<file path="src/rtl/seq_tx.sv">
// Serialiser: a one-entry holding register feeds a shift register that sends
// WIDTH bits LSB-first, followed by GAP_CYCLES idle bit-times per word.
module seq_tx #(
    parameter int WIDTH      = 10,
    parameter int GAP_CYCLES = 3
) (
    input  logic             CLK,
    input  logic             RST,
    input  logic [WIDTH-1:0] WORD,
    input  logic             LOAD_VALID,
    output logic             LOAD_READY,
    output logic             DATA,
    output logic             DATA_VALID,
    output logic             DONE,
    output logic             BUSY,
    output logic [7:0]       WORD_CNT
);

    localparam int BW = (WIDTH > 1) ? $clog2(WIDTH) : 1;
    localparam int GW = (GAP_CYCLES > 1) ? $clog2(GAP_CYCLES) : 1;
    localparam logic [BW-1:0] LAST_BIT = BW'(WIDTH - 1);
    localparam logic [BW-1:0] ONE_B    = BW'(1);
    localparam logic [GW-1:0] LAST_GAP = GW'((GAP_CYCLES > 0) ? GAP_CYCLES - 1 : 0);
    localparam logic [GW-1:0] ONE_G    = GW'(1);
    localparam bit            HAS_GAP  = (GAP_CYCLES > 0);

    typedef enum logic [1:0] {
        IDLE  = 2'd0,
        SHIFT = 2'd1,
        GAP   = 2'd2
    } state_t;

    state_t           state_reg;
    logic [WIDTH-1:0] hold_reg;
    logic             hold_full_reg;
    logic [WIDTH-1:0] shift_reg;
    logic [BW-1:0]    bit_cnt_reg;
    logic [GW-1:0]    gap_cnt_reg;
    logic             load_ready_reg;
    logic             data_reg;
    logic             data_valid_reg;
    logic             done_reg;
    logic             busy_reg;
    logic [7:0]       word_cnt_reg;

    logic             last_bit;
    logic             gap_end;
    logic             slot_free;
    logic             take_hold;
    logic             accept;
    logic             hold_full_next;

    // slot_free marks an edge on which the line may start the held word:
    // idle, the final gap cycle, or the last bit itself when there is no gap.
    always_comb begin
        last_bit       = (state_reg == SHIFT) && (bit_cnt_reg == LAST_BIT);
        gap_end        = (state_reg == GAP) && (gap_cnt_reg == LAST_GAP);
        slot_free      = (state_reg == IDLE) || gap_end || (last_bit && !HAS_GAP);
        take_hold      = hold_full_reg && slot_free;
        accept         = LOAD_VALID && load_ready_reg;
        hold_full_next = accept || (hold_full_reg && !take_hold);
    end

    always_ff @(posedge CLK) begin
        if (!RST) begin
            state_reg      <= IDLE;
            hold_reg       <= '0;
            hold_full_reg  <= 1'b0;
            shift_reg      <= '0;
            bit_cnt_reg    <= '0;
            gap_cnt_reg    <= '0;
            load_ready_reg <= 1'b1;
            data_reg       <= 1'b0;
            data_valid_reg <= 1'b0;
            done_reg       <= 1'b0;
            busy_reg       <= 1'b0;
            word_cnt_reg   <= 8'd0;
        end else begin
            if (accept) begin
                hold_reg <= WORD;
            end
            hold_full_reg  <= hold_full_next;
            load_ready_reg <= !hold_full_next;
            done_reg       <= 1'b0;

            if (last_bit) begin
                word_cnt_reg <= word_cnt_reg + 8'd1;
            end

            if (take_hold) begin
                // Bit 0 goes straight to the line; the rest waits in shift_reg.
                state_reg      <= SHIFT;
                shift_reg      <= hold_reg >> 1;
                bit_cnt_reg    <= '0;
                data_reg       <= hold_reg[0];
                data_valid_reg <= 1'b1;
                done_reg       <= (LAST_BIT == '0);
                busy_reg       <= 1'b1;
            end else begin
                case (state_reg)
                    SHIFT: begin
                        if (last_bit) begin
                            data_reg       <= 1'b0;
                            data_valid_reg <= 1'b0;
                            gap_cnt_reg    <= '0;
                            if (HAS_GAP) begin
                                state_reg <= GAP;
                                busy_reg  <= 1'b1;
                            end else begin
                                state_reg <= IDLE;
                                busy_reg  <= 1'b0;
                            end
                        end else begin
                            bit_cnt_reg    <= bit_cnt_reg + ONE_B;
                            shift_reg      <= shift_reg >> 1;
                            data_reg       <= shift_reg[0];
                            data_valid_reg <= 1'b1;
                            done_reg       <= ((bit_cnt_reg + ONE_B) == LAST_BIT);
                            busy_reg       <= 1'b1;
                        end
                    end
                    GAP: begin
                        data_reg       <= 1'b0;
                        data_valid_reg <= 1'b0;
                        if (gap_end) begin
                            state_reg <= IDLE;
                            busy_reg  <= 1'b0;
                        end else begin
                            gap_cnt_reg <= gap_cnt_reg + ONE_G;
                            busy_reg    <= 1'b1;
                        end
                    end
                    default: begin
                        state_reg      <= IDLE;
                        data_reg       <= 1'b0;
                        data_valid_reg <= 1'b0;
                        busy_reg       <= 1'b0;
                    end
                endcase
            end
        end
    end

    assign LOAD_READY = load_ready_reg;
    assign DATA       = data_reg;
    assign DATA_VALID = data_valid_reg;
    assign DONE       = done_reg;
    assign BUSY       = busy_reg;
    assign WORD_CNT   = word_cnt_reg;

endmodule

</file>
<file path="config.mk">
export PLATFORM = sky130hd
export DESIGN_NAME = seq_tx
export DESIGN_NICKNAME = d
export VERILOG_FILES = /design/src/rtl/seq_tx.sv
export SDC_FILE = /design/constraint.sdc
export NUM_CORES = 1
export LEC_CHECK = 0
export CAP_MARGIN = 15
export CORE_UTILIZATION = 32
export DETAILED_ROUTE_END_ITERATION = 6
export GPL_TIMING_DRIVEN = 0
export HOLD_SLACK_MARGIN = 0.15
export SYNTH_ARGS = -nofsm -noshare
export SYNTH_HDL_FRONTEND = slang
export SYNTH_SLANG_ARGS = --single-unit
</file>
<file path="constraint.sdc">
create_clock -name CLK -period 3.01 [get_ports CLK]
set_input_delay 0.602 -clock CLK [delete_from_list [all_inputs] [get_ports CLK]]
set_output_delay 0.602 -clock CLK [all_outputs]
set_load 0.005 [all_outputs]
</file>
* Word-level counts from Yosys, hierarchy flattened
Index checks and enable logic that the tools add are counted.
Storage, ports and cells: register bits 41, logic and storage cells 69
Operators by class: $add $sub $neg 3, eq/ne operators 11, multiplexer cells 19, bitwise gates (word level) 4, reduce and logical (&&, ||, !) cells 19
Operators by type and width (number):
- $mux W9 | 3
- $mux W1 | 9
- $add A8 B1 Y8 const B | 1
- $eq A4 B4 Y1 const B | 2
- $mux W2 | 4
- $pmux W2 S2 | 2
- $reduce_and A2 Y1 | 4
- $ne A2 B2 Y1 const B | 3
- $ne A3 B3 Y1 const B | 2
- $logic_and A1 B1 Y1 | 5
- $add A4 B1 Y4 const B | 1
- $eq A2 B2 Y1 const B | 2
- $not A1 Y1 | 4
- $reduce_and A4 Y1 | 1
- $reduce_bool A2 Y1 | 2
- $reduce_or A4 Y1 | 1
- $add A2 B1 Y2 const B | 1
- $eq A2 B1 Y1 const B | 1
- $logic_not A1 Y1 | 2
- $logic_not A2 Y1 | 1
- $logic_or A1 B1 Y1 | 2
- $ne A2 B1 Y1 const B | 1
- $pmux W1 S2 | 1
- $reduce_or A2 Y1 | 1

* Depth between registers and ports, before layout
Gate-level depths: netlist of run 1.
word-level depth 8, mapped depth 7, depth with buffers taken out 5

* Worst setup path before layout of run 1
OpenSTA, ideal clock, no wires.
path kind register to register, start point register state_reg[1], end point register shift_reg[4], arrival time 1.418 ns, data required time 2.922 ns, setup slack 1.504 ns, stages on the path, launching flop included 8, period minus slack after synthesis 1.506 ns, cell sequence dfxtp_1 > inv_1 > ha_1 > buf_2 > inv_1 > clkbuf_1 > o21ai_1 > a311oi_2
On the way: longest elaborated chain between the ends 6
Ends and longest elaborated chain:
- start: declaration | RTL line 33 | state_t state_reg;
- start signal: assignment | RTL line 66 | state_reg <= IDLE;
- start signal: assignment | RTL line 92 | state_reg <= SHIFT;
- start signal: assignment | RTL line 107 | state_reg <= GAP;
- $eq A2 B2 Y1 | RTL line 57 | gap_end = (state_reg == GAP) && (gap_cnt_reg == LAST_GAP);
- $logic_and A1 B1 Y1 | RTL line 57
- $logic_or A1 B1 Y1 | RTL line 58 | slot_free = (state_reg == IDLE) || gap_end || (last_bit && !HAS_GAP);
- $logic_and A1 B1 Y1 | RTL line 59 | take_hold = hold_full_reg && slot_free;
- $ne A2 B1 Y1 (no line) or $reduce_bool A2 Y1 (tied branches)
- $reduce_and A2 Y1 (no line)
- end signal: assignment | RTL line 93 | shift_reg <= hold_reg >> 1;
- end signal: assignment | RTL line 115 | shift_reg <= shift_reg >> 1;
- end: declaration | RTL line 36 | logic [WIDTH-1:0] shift_reg;
Several ways; a longest one is shown, not always the timed one. A chain may end at the register's enable or synchronous reset.

* Worst setup path after layout of run 1
Same ends and word-level chain as after synthesis.

==> results.toml, run 1 <==
[routing]
remaining_drc_errors = 0
drt_iter0_drc = 88
vias_per_cell = 5.000
routed-via-count = 1610
postRouteAntennaNets = 0
routed_wire_length_per_instance_um = 13.12
totalWireLength_um = 4224
drt_first_pass_iters = 4

[power_and_ir_drop]
vdd_drop_max_uv = 221.0
p_total_uw = 1108
p_leak_uw = 0.0008067
power_density_nw_per_um2 = 474.7

[global_route]
grt_antenna_before_repair = 0
grt_pass1_vias = 1528
grt_max_degree = 15
gr-max-usage-layer = "met1"
use_met1_pct = 21.70
total_gr_overflow = 0
groute.layer.met3.usage_pct = 2.759
grt_first_pass_wirelength_um = 7196
track_usage_pct = 14.80
grt_util_met2_pct = 21.30

[logic_synthesis]
number_of_storage_elements_in_the_synthesis_netlist = 41
synth_enable_flop_cells = 0
post_synth_mux_area_share_pct = 1.590
synth_area_in_adders_pct = 5.302
synth-warning-count = 0
synth.yosys.seq_area_share_pct = 43.47
synth.lib_cells_used.distinct = 36
synthXorXnorAreaFrac_pct = 1.856
synth_top_area_share_pct = 43.47
synthDominantAreaCellType = "dfxtp_1"
synth-async-reset-ratio_pct = 0
post_synth_instance_area_um2 = 1888
post_synth_and_or_nand_nor_area_fraction_pct = 20.94
avgSynthCellArea_um2 = 8.661
area_fraction_in_compound_gates_after_synthesis_pct = 20.94
synth_top_cells_by_area = "dfxtp_1 (43%), a21oi_1 (7.2%), nand2_1 (6.0%)"
synth_top_flop_cell = "dfxtp_1"
dominant_combinational_cell_family_by_area_after_synthesis = "compound AO/OA/AOI/OAI gates"
post_synth_inst_count = 218
number_of_nets_produced_by_synthesis = 239

[clock_network]
worst_setup_hold_path_clk_slew_ns = 0.08
insertion_delay_ns = 0.29
cts_resized = 0
tritoncts = "done"
post-cts-setup-buffer-count = 0
tritoncts.num_buffers = 5
cts-root-buf = "clkbuf_8"
cts.path.max_buffers = 2
number_of_levels_the_h_tree_was_split_into = 2
cts_num_sinks = 41
holdBufCountCts = 0

[setup_path]
crit_buf_inv = 4
cp-startpoint = "state_reg[1]"
path_class = "reg2reg"
critical_path.cell_chain = "inv_1 -> ha_1 -> buf_2 -> inv_1 -> clkbuf_1 -> o21ai_1 -> a311oi_2"
critPathMaxFanout = 10
r2r-start = "state_reg[1]"
cpPeakStageDelay_ns = 0.43
worst_path_max_delay_cell = "clkbuf_1"
worst_r2r_path_depth = 7
cpMostUsedCell = "inv_1"
kind_of_cell_with_the_highest_combined_delay_on_the_critical_path = "buffers and inverters"
cp.depth = 7
startpoint_type = "flip-flop"
cp.arrival_ns = 2.12
crit_path_end_kind = "flip-flop"
worst_ep_required_time_ns = 3.22

[floorplanning]
die_y_um = 78.81
start_util_pct = 33.67
dieWidth_um = 78.81
core_area_um2 = 5608
num_io_pins = 26
fp.dieArea_um2 = 6211
placementRows = 27

[min_path]
hold_start = "hold_reg[3]"
worst_hold_class = "reg2reg"
timing.hold.worst_path_depth = 2

[layout]
share_of_the_core_filled_with_cells_pct = 41.61
most-common-layout-cells = "dfxtp_1 (41), nand2_1 (30), a21oi_1 (27)"
diode_insertion_count_for_antenna_repair = 0
share_of_post_route_cells_with_drive_strength_above_1_pct = 9.200
non_filler_cells_final = 322
final_layout_net_count = 270
layout.cells.most_common = "dfxtp_1"
number_of_flip_flops_under_the_largest_register_name = 10
synthToLayoutAreaGrowth_pct = 23.59

[timing]
finalHoldViolations = 0
final.min_clock_period_ns = 1.915
maxSlewHeadroom_pct = 61.02
setup-violations-final = 0
setup-tns-final_ns = 0
final_max_slew_viol_count = 0
timing_worst_slew_pin_value_ns = 0.5847
unrepaired_setup_endpoints_after_global_routing = "false"
fin_skew_ns = 0.007281
fmax_ghz = 0.5221
layout_worst_path_cycle_share_pct = 63.63

[place]
placed_cells = 314
io_buffer_count = 24
gpl.final_weighted_congestion = 0.7606
hpwlAfterDp_um = 2906

[run_status]
run_status = "finished clean"

[flow_run]
maxCapViolCount = 0
==> metal layers <==
metal / up-vias / share of wire (%)
li1: 839 / -
met5: - / 0
met2: 28 / 41
met3: 7 / 3.5
met4: 0 / 1.5
met1: 736 / 54
==> final timing paths <==
| kind | endpoint | slack, ns |
|---|---|---|
| worst max-delay path | shift_reg[4] | 1.09 |
| worst min-delay path | hold_reg[3] | 0.47 |
| worst max register to register | shift_reg[4] | 1.09 |
| worst min register to register | hold_reg[3] | 0.47 |
==> Yosys cell counts, types with 4 or more instances <==
master     n
inv_1     12
o21ai_1    7
o21ai_0    7
nor3_1     8
a311oi_2   5
nand2_1   30
ha_1       8
a311oi_1   4
clkbuf_1   7
nand3_1   17
buf_2      5
a21oi_1   27
dfxtp_1   41
or4_1      4
==> stage by stage <==
step	area (µm²)	hold WS, ns	setup WS, ns
6_report	2333	0.4673	1.095
5_1_grt	2333	0.4910	0.9179
4_1_cts	2333	0.4662	1.073
3_5_place_dp	2218	0.4507	1.089
3_3_place_gp	2218	0.4471	1.109
2_1_floorplan	1888	0.4366	1.504
==> worst reg2reg max path: stages, from the launching register on <==
cell and delay [ns]:
dfxtp_1 0.36, inv_1 0.07, ha_1 0.18, buf_2 0.18, inv_1 0.19, clkbuf_1 0.43
o21ai_1 0.16, a311oi_2 0.26
==> area by class of cell <==
| type | instances | area (µm²) |
|---|---|---|
| multi-input combinational | 151 | 955.9 |
| tap | 72 | 90.09 |
| timing repair buffer | 24 | 240.2 |
| buffer | 14 | 66.31 |
| clock inverter | 3 | 46.29 |
| clock buffer | 5 | 68.82 |
| fill | 574 | 3274 |
| sequential | 41 | 820.8 |
| inverter | 12 | 45.04 |
==> kinds of logic after synthesis <==
| group | count (synthesis) |
|---|---|
| AO/OA/AOI/OAI | 60 |
| AND/OR/NAND/NOR | 76 |
| buffers and inverters | 26 |
| multiplexers | 3 |
| XOR/XNOR | 4 |
| flip-flops | 41 |
| adder cells (fa/ha/maj) | 8 |
==> power breakdown <==
group	switching, µW	internal, µW
logic	45.8	38.7
registers	11.4	561
clock network	202	248
total	259	848
Note: power is estimated with default switching activity, not from simulation.
==> run 2: changes to the inputs <==
- clock period: 3.01 -> 1.9 ns (I/O delays scaled with it)
==> run 2 against run 1 <==
Against the previous run:
- hold slack got worse by 0.12 ns
- clock power rose by 59%
- fmax grew 11%
- final cell count is the same
- combinational power up 59%
- non-clock buffer count is the same
- wire length shrank 0.21%
- sequential power increased by 58%
- register-to-register slack worse by 0.93 ns
==> results.toml, run 2 (synthesis gave the netlist of run 1 again) <==
[power_and_ir_drop]
power_switching_uw = 413.0
internal_power_uw = 1344
vdd_drop_max_uv = 350.5
power_density_nw_per_um2 = 752.4
p_sw_share_pct = 23.51
seq_power_share_pct = 51.6
p_leak_uw = 0.0008092
clkPwrFrac_pct = 40.8
combinational_share_of_power_pct = 7.6

[timing]
timing_worst_slew_pin_value_ns = 0.5873
setup-violations-final = 0
unrepaired_setup_endpoints_after_global_routing = "false"
fin_skew_ns = 0.008158
final.min_clock_period_ns = 1.732
layout_worst_path_cycle_share_pct = 91.15
finalHoldViolations = 0
fmax_ghz = 0.5774
final_max_slew_viol_count = 0
maxSlewHeadroom_pct = 60.85

[clock_network]
cts_num_sinks = 41
cts-root-buf = "clkbuf_8"
cts_resized = 1
post-cts-setup-buffer-count = 0
holdBufCountCts = 0
insertion_delay_ns = 0.29
tritoncts = "done"
tritoncts.num_buffers = 5
number_of_levels_the_h_tree_was_split_into = 2
cts.path.max_buffers = 2
worst_setup_hold_path_clk_slew_ns = 0.09

[setup_path]
critPathMaxFanout = 10
cp.arrival_ns = 1.94
critical_path.cell_chain = "inv_1 -> ha_1 -> buf_2 -> clkbuf_1 -> nand3_1 -> a311oi_2"
worst_ep_required_time_ns = 2.11
cpPeakStageDelay_ns = 0.43
worst_path_max_delay_cell = "clkbuf_1"
startpoint_type = "flip-flop"
crit_path_end_kind = "flip-flop"
path_class = "reg2reg"

[routing]
routed-via-count = 1615
remaining_drc_errors = 0
drt_first_pass_iters = 4
routed_wire_length_per_instance_um = 13.09
postRouteAntennaNets = 0
vias_per_cell = 5.016
drt_iter0_drc = 93
totalWireLength_um = 4215

[floorplanning]
placementRows = 27
start_util_pct = 33.67
dieWidth_um = 78.81
core_area_um2 = 5608
die_y_um = 78.81
num_io_pins = 26
fp.dieArea_um2 = 6211

[place]
placed_cells = 314
io_buffer_count = 24
gpl.final_weighted_congestion = 0.7606
hpwlAfterDp_um = 2906

[global_route]
grt_antenna_before_repair = 0
total_gr_overflow = 0
grt_first_pass_wirelength_um = 7189
use_met1_pct = 21.63
grt_pass1_vias = 1522
groute.layer.met3.usage_pct = 2.759
gr-max-usage-layer = "met1"
track_usage_pct = 14.77
grt_util_met2_pct = 21.30
grt_max_degree = 15

[layout]
synthToLayoutAreaGrowth_pct = 23.66
number_of_flip_flops_under_the_largest_register_name = 10
share_of_post_route_cells_with_drive_strength_above_1_pct = 9.600
non_filler_cells_final = 322
most-common-layout-cells = "dfxtp_1 (41), nand2_1 (30), a21oi_1 (27)"
layout.cells.most_common = "dfxtp_1"
diode_insertion_count_for_antenna_repair = 0
share_of_the_core_filled_with_cells_pct = 41.63
final_layout_net_count = 270

[flow_run]
maxCapViolCount = 0

[min_path]
worst_hold_class = "in2reg"

[run_status]
run_status = "finished clean"
## run 2: cell count changes in the layout (fill, tap and decap cells not counted)
cell | before | now
clkbuf_1 | 7 | 6
clkbuf_2 | 0 | 1
## run 2: final timing paths
kind | from | to | slack, ns | cells past startpoint
setup / recovery | state_reg[1] | shift_reg[4] | 0.17 | 6
hold / removal | RST | LOAD_READY | 0.34 | 2
setup reg to reg | state_reg[1] | shift_reg[4] | 0.17 | 6
hold reg to reg | hold_reg[3] | hold_reg[3] | 0.47 | 2
## run 2: layer usage
layer	vias to the layer above	part of all wire [%]	routed length, µm
li1	842	-	-
met1	731	53	2248
met5	-	0	0
met3	7	3.9	164
met2	35	41	1739
met4	0	1.5	62
## run 2: layout make-up
type                    instances  area, µm²
clock inverters                 3      46.29
flip-flops and latches         41      820.8
clock buffers                   5      68.82
well taps                      72      90.09
inverters                      12      45.04
fillers                       575       3273
multi-input cells             151      955.9
plain buffers                  14      67.56
repair buffers                 24      240.2
## run 2: critical path, delay by kind of cell (launching register included)
kind,cells,cell delay (ns)
flip-flops,1,0.33
AND/OR/NAND/NOR,1,0.17
adder cells (fa/ha/maj),1,0.14
AO/OA/AOI/OAI,1,0.31
buffers and inverters,3,0.71
## run 2: through the flow
stage,setup TNS (ns),hold slack [ns],power (µW),worst slack [ns],area [µm²]
floorplan,0,0.4366,1004,0.3943,1888
global placement,0,0.4471,1059,0.05052,2218
detailed placement,-0.007413,0.4507,1060,-0.007413,2218
CTS,0,0.3452,1765,0.1530,2335
global route,0,0.3623,1831,0.02795,2335
finish,0,0.3442,1757,0.1682,2335
## run 2: power groups by stage
stage	Clock [µW]	Combinational (µW)	Sequential (µW)
final	716	134	907
after CTS	724	135	907
after detailed placement	0	134	927
after global routing	767	152	911
after floorplan	0	82.5	922
after global placement	0	133	926
==> run 3: changes to the inputs <==
- CAP_MARGIN: 15 -> default
- REMOVE_ABC_BUFFERS: default -> 1
==> run 3 against run 2 <==
Against the previous run:
- sequential power about the same
- critical path depth decreased by 3
- worst setup slack gained 0.0088 ns
- total power is 4.7% lower
- design area grew 0.27%
- sequential share of layout area shrank 0.094 points
- wire length shrank 1.8%
- critical path type is now in2reg
- largest power group unchanged
==> results.toml, run 3 (synthesis gave the netlist of run 1 again) <==
[timing]
timing_worst_slew_pin_value_ns = 0.5043
fin_skew_ns = 0.01192
final.min_clock_period_ns = 1.723
finalHoldViolations = 0
fmax_ghz = 0.5804
layout_worst_path_cycle_share_pct = 90.68
final_max_slew_viol_count = 0
unrepaired_setup_endpoints_after_global_routing = "false"
setup-violations-final = 0
maxSlewHeadroom_pct = 66.28

[routing]
routed-via-count = 1618
postRouteAntennaNets = 0
totalWireLength_um = 4140
drt_first_pass_iters = 5
drt_iter0_drc = 115
routed_wire_length_per_instance_um = 13.14
vias_per_cell = 5.137
remaining_drc_errors = 0

[layout]
final_layout_net_count = 263
share_of_post_route_cells_with_drive_strength_above_1_pct = 11.11
non_filler_cells_final = 315
multi_input_gate_area_um2 = 980.9
sequential_cell_area_um2 = 820.8
synthToLayoutAreaGrowth_pct = 23.99
diode_insertion_count_for_antenna_repair = 0
most-common-layout-cells = "dfxtp_1 (41), nand2_1 (30), a21oi_1 (26)"
layout.cells.most_common = "dfxtp_1"
share_of_the_core_filled_with_cells_pct = 41.74
number_of_flip_flops_under_the_largest_register_name = 10
n_fill_cell = 569

[power_and_ir_drop]
vdd_drop_max_uv = 391.5
p_leak_uw = 0.0007930
power_density_nw_per_um2 = 715.3
p_total_uw = 1675

[place]
hpwlAfterDp_um = 2618
placed_cells = 301
gpl.final_weighted_congestion = 0.7130
io_buffer_count = 25

[global_route]
grt_pass1_vias = 1496
groute.layer.met3.usage_pct = 3.908
track_usage_pct = 14.68
grt_max_degree = 32
gr-max-usage-layer = "met2"
grt_util_met2_pct = 22.17
grt_first_pass_wirelength_um = 7079
grt_antenna_before_repair = 0
use_met1_pct = 19.80
total_gr_overflow = 0

[setup_path]
crit_buf_inv = 2
path_class = "in2reg"
crit_path_end_kind = "flip-flop"
kind_of_cell_with_the_highest_combined_delay_on_the_critical_path = "buffers and inverters"
worst_ep_required_time_ns = 2.10
critical_path.cell_chain = "clkdlybuf4s50_1 -> clkinvlp_4 -> a311oi_1"
startpoint_type = "primary input"
worst_path_max_delay_cell = "clkdlybuf4s50_1"
cpPeakStageDelay_ns = 0.77
critPathMaxFanout = 16
cp.arrival_ns = 1.92

[clock_network]
holdBufCountCts = 0
cts_num_sinks = 41
worst_setup_hold_path_clk_slew_ns = 0.08
tritoncts = "done"
number_of_levels_the_h_tree_was_split_into = 2
tritoncts.num_buffers = 5
insertion_delay_ns = 0.29
cts.path.max_buffers = 2
cts-root-buf = "clkbuf_8"

[floorplanning]
start_util_pct = 33.67
die_y_um = 78.81
core_area_um2 = 5608
dieWidth_um = 78.81
num_io_pins = 26
placementRows = 27
fp.dieArea_um2 = 6211

[flow_run]
maxCapViolCount = 0

[run_status]
run_status = "finished clean"

[min_path]
worst_hold_class = "reg2reg"
-- run 3: report_power, final --
part | switching, µW | internal, µW
Clock | 304 | 329
Combinational | 73.6 | 62.6
Sequential | 17.1 | 889
-- run 3: layer usage --
metal | vias to the layer above | share of wire, %
li1 | 825 | -
met1 | 754 | 48
met2 | 34 | 47
met3 | 5 | 4.3
met4 | 0 | 1.2
met5 | - | 0
-- run 3: metrics by stage --
| step | area, µm² | setup TNS [ns] | worst slack (ns) | hold slack, ns |
|---|---|---|---|---|
| floorplan | 1822 | 0 | 0.09608 | 0.4366 |
| global placement | 2162 | -7.160 | -0.4247 | 0.4457 |
| detailed placement | 2162 | -7.596 | -0.4294 | 0.4509 |
| CTS | 2296 | 0 | 0.03399 | 0.4628 |
| global route | 2341 | 0 | 0.01253 | 0.4843 |
| finish | 2341 | 0 | 0.1770 | 0.4598 |
-- run 3: worst reg2reg max path: cells and delay by family (launching register included) --
family / cells / cell delay, ns
AND/OR/NAND/NOR: 1 / 0.39
adder cells (fa/ha/maj): 1 / 0.29
buffers and inverters: 1 / 0.08
AO/OA/AOI/OAI: 2 / 0.41
flip-flops: 1 / 0.40
-- run 3: what timing repair did --
action | CTS | global route
resized for setup | 4 | 4
cloned | 0 | 1
setup buffers | 2 | 3
setup endpoints to repair | 23 | 21
pin swaps | 0 | 2
-- run 3: final timing paths --
path                 from      endpoint  slack, ns  depth (start not counted)
min reg2reg   hold_reg[4]   hold_reg[4]       0.46                          2
max reg2reg  state_reg[0]  shift_reg[5]       0.18                          5
min           hold_reg[4]   hold_reg[4]       0.46                          2
max                   RST  shift_reg[2]       0.18                          3
-- run 3: final cells by class --
type	count	area share, %
timing repair inverter	1	0.3207
clock inverter	1	0.2138
clock buffer	7	4.115
timing repair buffer	30	12.29
inverter	12	2.245
tap	72	3.848
multi-input combinational	151	41.90
sequential	41	35.06
